**src/rtl/seg_page_sched.sv**
```systemverilog
// rtl/seg_page_sched.sv - picks the debug-word half or a timed message for the four BCD digits
module seg_page_sched #(
  parameter int HOLD_CYCLES = 50_000_000,
  parameter int MSG_CYCLES  = 100_000_000
) (
  input  logic        clk,
  input  logic        reset,
  input  logic [31:0] word,
  input  logic        auto,
  input  logic        page_btn,
  input  logic        msg_valid,
  input  logic [15:0] msg_data,
  output logic        msg_ready,
  output logic [3:0]  bcd0,
  output logic [3:0]  bcd1,
  output logic [3:0]  bcd2,
  output logic [3:0]  bcd3,
  output logic        page,
  output logic        msg_active
);

  localparam int HW = (HOLD_CYCLES > 1) ? $clog2(HOLD_CYCLES) : 1;
  localparam int MW = (MSG_CYCLES > 1) ? $clog2(MSG_CYCLES) : 1;
  localparam logic [HW-1:0] HOLD_LAST = HW'(HOLD_CYCLES - 1);
  localparam logic [MW-1:0] MSG_LAST  = MW'(MSG_CYCLES - 1);

  typedef enum logic [1:0] {SHOW_LO, SHOW_HI, SHOW_MSG} state_t;

  state_t        state_q, state_d;
  logic          page_q, page_d;
  logic [HW-1:0] hold_cnt, hold_d;
  logic [MW-1:0] msg_cnt, msg_cnt_d;
  logic [15:0]   msg_q;
  logic [15:0]   bcd_q, bcd_d;
  logic          accept;

  assign accept = msg_valid && msg_ready;

  always_ff @(posedge clk) begin
    if (reset) begin
      state_q  <= SHOW_LO;
      page_q   <= 1'b0;
      hold_cnt <= '0;
      msg_cnt  <= '0;
    end else begin
      state_q  <= state_d;
      page_q   <= page_d;
      hold_cnt <= hold_d;
      msg_cnt  <= msg_cnt_d;
    end
  end

  // Message accept pre-empts rollover, which pre-empts the button; losers are dropped.
  always_comb begin
    state_d   = state_q;
    page_d    = page_q;
    hold_d    = '0;
    msg_cnt_d = '0;
    case (state_q)
      SHOW_LO, SHOW_HI: begin
        if (accept) begin
          state_d = SHOW_MSG;
        end else if (auto) begin
          if (hold_cnt == HOLD_LAST) begin
            page_d  = ~page_q;
            state_d = page_q ? SHOW_LO : SHOW_HI;
          end else begin
            hold_d = hold_cnt + HW'(1);
          end
        end else if (page_btn) begin
          page_d  = ~page_q;
          state_d = page_q ? SHOW_LO : SHOW_HI;
        end
      end
      SHOW_MSG: begin
        if (msg_cnt == MSG_LAST) begin
          state_d = page_q ? SHOW_HI : SHOW_LO;
        end else begin
          msg_cnt_d = msg_cnt + MW'(1);
        end
      end
      default: begin
        state_d = SHOW_LO;
        page_d  = 1'b0;
      end
    endcase
  end

  always_comb begin
    msg_ready  = (state_q != SHOW_MSG);
    msg_active = (state_q == SHOW_MSG);
    page       = page_q;
  end

  // Digits follow the state being entered, so new data shows one edge after sampling.
  always_comb begin
    case (state_d)
      SHOW_HI:  bcd_d = word[31:16];
      SHOW_MSG: bcd_d = accept ? msg_data : msg_q;
      default:  bcd_d = word[15:0];
    endcase
  end

  always_ff @(posedge clk) begin
    if (reset) begin
      msg_q <= '0;
      bcd_q <= '0;
    end else begin
      if (accept) begin
        msg_q <= msg_data;
      end
      bcd_q <= bcd_d;
    end
  end

  assign bcd0 = bcd_q[3:0];
  assign bcd1 = bcd_q[7:4];
  assign bcd2 = bcd_q[11:8];
  assign bcd3 = bcd_q[15:12];

endmodule

```
**config.mk**
```make
export PLATFORM = sky130hd
export DESIGN_NAME = seg_page_sched
export DESIGN_NICKNAME = d
export VERILOG_FILES = /design/src/rtl/seg_page_sched.sv
export SDC_FILE = /design/constraint.sdc
export NUM_CORES = 1
export LEC_CHECK = 0
export ABC_CLOCK_PERIOD_IN_PS = 3850
export CAP_MARGIN = 20
export CELL_PAD_IN_SITES_DETAIL_PLACEMENT = 1
export CELL_PAD_IN_SITES_GLOBAL_PLACEMENT = 2
export CORE_AREA = 2 2 146 91
export CTS_CLUSTER_DIAMETER = 50
export DETAILED_ROUTE_END_ITERATION = 10
export DIE_AREA = 0 0 148 93
export PLACE_DENSITY_LB_ADDON = 0.12
export SLEW_MARGIN = 5
export SYNTH_ARGS = -nofsm -noshare
export SYNTH_HDL_FRONTEND = slang
export SYNTH_SLANG_ARGS = --single-unit
```
**constraint.sdc**
```tcl
create_clock -name clk -period 3.85 [get_ports clk]
set_input_delay 0.77 -clock clk [delete_from_list [all_inputs] [get_ports clk]]
set_output_delay 0.77 -clock clk [all_outputs]
set_load 0.01 [all_outputs]
```
==> impl_metrics.env <==
export IMPL_drc_errors=0
export IMPL_grtUsageMet2_pct=22.8
export IMPL_relSlewSlack_pct=26.9
export IMPL_startpoint_type="register"
export IMPL_floorplan_die_width_um=148
export IMPL_grt_use_total_pct=15.7
export IMPL_die_y_um=93
export IMPL_grt_max_degree=37
export IMPL_worst_slack_ps=787
export IMPL_synth_area_leaders="dfxtp_1 45%, nor2_1 6.5%, xnor2_1 6.3%"
export IMPL_finalClockSkew_ps=6.89
export IMPL_cp_slowest_cell="ha_1"
export IMPL_hpwl_um=7230
export IMPL_gr_total_overflow=0
export IMPL_tightest_slew_ps=1090
export IMPL_routed_wl_um=10200
export IMPL_antenna_found_initial=0
export IMPL_clock_path_buffers=2
export IMPL_slew_viol_final=0
export IMPL_syn_num_nets=476
export IMPL_clk_pin_slew_ps=60
export IMPL_post_cts_buffers=0
export IMPL_critical_path_class="register to register"
export IMPL_power_per_cell_area_nw_per_um2=405
export IMPL_async_flop_share_pct=0
export IMPL_yosys_most_used_dff="dfxtp_1"
export IMPL_synth_warning_count=0
export IMPL_htree_levels=3
export IMPL_grt_pass1_wl_um=17000
export IMPL_fillers=1453
export IMPL_post_route_util_pct=40.1
export IMPL_critPathRequiredTime_ps=4060
export IMPL_outcome="complete, no violations"
export IMPL_clock_fmax_mhz=326
export IMPL_initial_core_util_pct=31.1
export IMPL_setup_viol=0
export IMPL_synth_cell_types=35
export IMPL_drive_gt1_share_pct=7.98
export IMPL_final_seq_area_um2=1760
export IMPL_synth_edf_count=0
export IMPL_grt_busiest_layer="met2"
export IMPL_met1_usage_pct=22.5
export IMPL_die_area_um2=13800
export IMPL_synth_top_cell_by_area="dfxtp_1"
export IMPL_vias=3099
export IMPL_arrival_ps=3270
export IMPL_synth_top_area_share_pct=45.3
export IMPL_finalHoldViolCount=0
export IMPL_post_route_period_util_pct=79.6
export IMPL_core_area_um2=12500
export IMPL_placed_cells=643
export IMPL_ctsResizeCount=0
export IMPL_initialDrtViolationCount=95
export IMPL_io_pins=72
export IMPL_tns_ps=0
export IMPL_ant_nets=0
export IMPL_synth_seq_area_share_pct=45.3
export IMPL_ys_ff_latch=88
export IMPL_crit_top_cell="ha_1"
export IMPL_synth_cells=419
export IMPL_fp_row_count=32
export IMPL_vdd_drop_max_uv=174
export IMPL_fin_crit_ps=3060
export IMPL_critPathMaxStageDelay_ps=560
export IMPL_min_path_type="register to register"
export IMPL_maxCapViolCount=0
export IMPL_clock_latency_ps=340
export IMPL_grt_use_met3_pct=4.49
export IMPL_syn_cell_area_um2=3880
export IMPL_end_kind="register"
export IMPL_root_buffer="clkbuf_16"
export IMPL_viasPerCell=4.70
export IMPL_finalNonFillerCells=659
export IMPL_post_drt_wl_per_cell_um=15.5
export IMPL_cts_tree="built"
export IMPL_cts_hold_buffers=0
export IMPL_numPortBuffers=71
export IMPL_final_nets=541
export IMPL_path_max_fanout=32
export IMPL_grt_pass1_vias=3248
export IMPL_cts_buffers=9
export IMPL_cts_sinks=88
export IMPL_syn_area_per_cell_um2=9.27
export IMPL_area_growth_pct=28.8
export IMPL_path_cells="ha_1, nand3_4, nor4_4, a41oi_2, or4_4, nand3_1, ha_1, a221oi_1, nor3_1"
export IMPL_drtPass1Iterations=4
export IMPL_rsz0062_at_grt="false"
export IMPL_place_worst_setup_slack_ps=520
export IMPL_timing_hold_ws_ps=477
export IMPL_gp_congestion=0.725
export IMPL_multi_input_area_um2=1990
export IMPL_power_leakage_nw=1.67
export IMPL_diodes=0
==> final timing paths <==
path	slack [ps]	endpoint	cells after the start	startpoint
setup / recovery	790	bcd_q[10]	9	hold_cnt[0]
hold / removal	480	hold_cnt[0]	1	hold_cnt[0]
setup reg to reg	790	bcd_q[10]	9	hold_cnt[0]
hold reg to reg	480	hold_cnt[0]	1	hold_cnt[0]
==> power breakdown <==
group	switching (mW)	leakage, nW	total (mW)	internal, mW
registers	0.0111	0.716	0.957	0.946
logic	0.114	0.825	0.263	0.149
clock network	0.352	0.130	0.805	0.454
==> layer usage <==
layer	part of all wire (%)	vias to the layer above
met1	54	1466
met4	1.5	0
met5	0	-
met3	3.8	12
li1	-	1580
met2	41	41
==> kinds of logic (layout without fill, tap and decap cells) <==
| group | Yosys count | count (layout) | share of synthesized area [%] |
|---|---|---|---|
| buf+inv | 30 | 100 | 3.32 |
| fa+ha+maj | 4 | 4 | 1.29 |
| flops | 88 | 88 | 45.3 |
| mux | 16 | 16 | 4.64 |
| compound gates | 21 | 21 | 4.77 |
| xor+xnor | 49 | 49 | 11.0 |
| simple gates | 211 | 211 | 29.6 |
==> state kept, by name, indices dropped and copies added (netlist names) <==
name      flops
page          1
bcd_q        16
hold_cnt     26
state_q       2
msg_cnt      27
msg_q        16
==> synthesized netlist by cell type (2+ instances only) <==
master	count
dfxtp_1	88
nor2_1	67
nor2b_1	35
xnor2_1	28
nor3_1	23
nand3_1	22
xor2_1	21
nand2_1	17
a221oi_1	16
mux2_2	16
nand4_1	12
inv_1	11
clkbuf_1	9
nor4_1	9
and4_1	8
and3_1	6
ha_1	4
buf_1	3
buf_2	3
buf_4	3
nand3_4	2
nand4b_1	2
nor4_4	2
==> through the flow <==
stage	power, mW	instance area, um^2
after floorplan	1.11	3880
after global placement	1.24	4740
after detailed placement	1.24	4740
after CTS	2.06	5000
after global routing	2.13	5000
final	2.03	5000
==> area by class of cell <==
class | instances | share of cell area [%]
Clock buffer | 13 | 5.00
Clock inverter | 3 | 0.350
Inverter | 11 | 0.825
Tap cell | 170 | 4.25
Multi-Input combinational cell | 301 | 39.9
Timing Repair Buffer | 73 | 14.5
Sequential cell | 88 | 35.2
==> critical path: cells and delay by family, from the launching register on <==
kind	cells	cell delay [ps]
AOI/OAI and AO/OA	2	580
and+or+nand+nor	5	1150
DFF	1	380
adders and majority gates	2	810
==> placed cells by master, fill, tap and decap left out, types with 2 or more instances in the layout <==
cell type | synthesis | layout
inv_1 | 11 | 11
xor2_1 | 21 | 21
clkbuf_1 | 9 | 3
nand4b_1 | 2 | 2
nand4_1 | 12 | 12
nor2_1 | 67 | 67
nand3_1 | 22 | 22
clkbuf_16 | 0 | 9
and3_1 | 6 | 6
xnor2_1 | 28 | 28
nand3_4 | 2 | 2
nor2b_1 | 35 | 35
a221oi_1 | 16 | 16
nor4_4 | 2 | 2
ha_1 | 4 | 4
mux2_2 | 16 | 16
nand2_1 | 17 | 17
clkinv_2 | 0 | 2
buf_4 | 3 | 2
and4_1 | 8 | 8
clkdlybuf4s50_1 | 0 | 71
nor3_1 | 23 | 23
dfxtp_1 | 88 | 88
nor4_1 | 9 | 9
No activity file was read; power rests on OpenSTA's default activity.
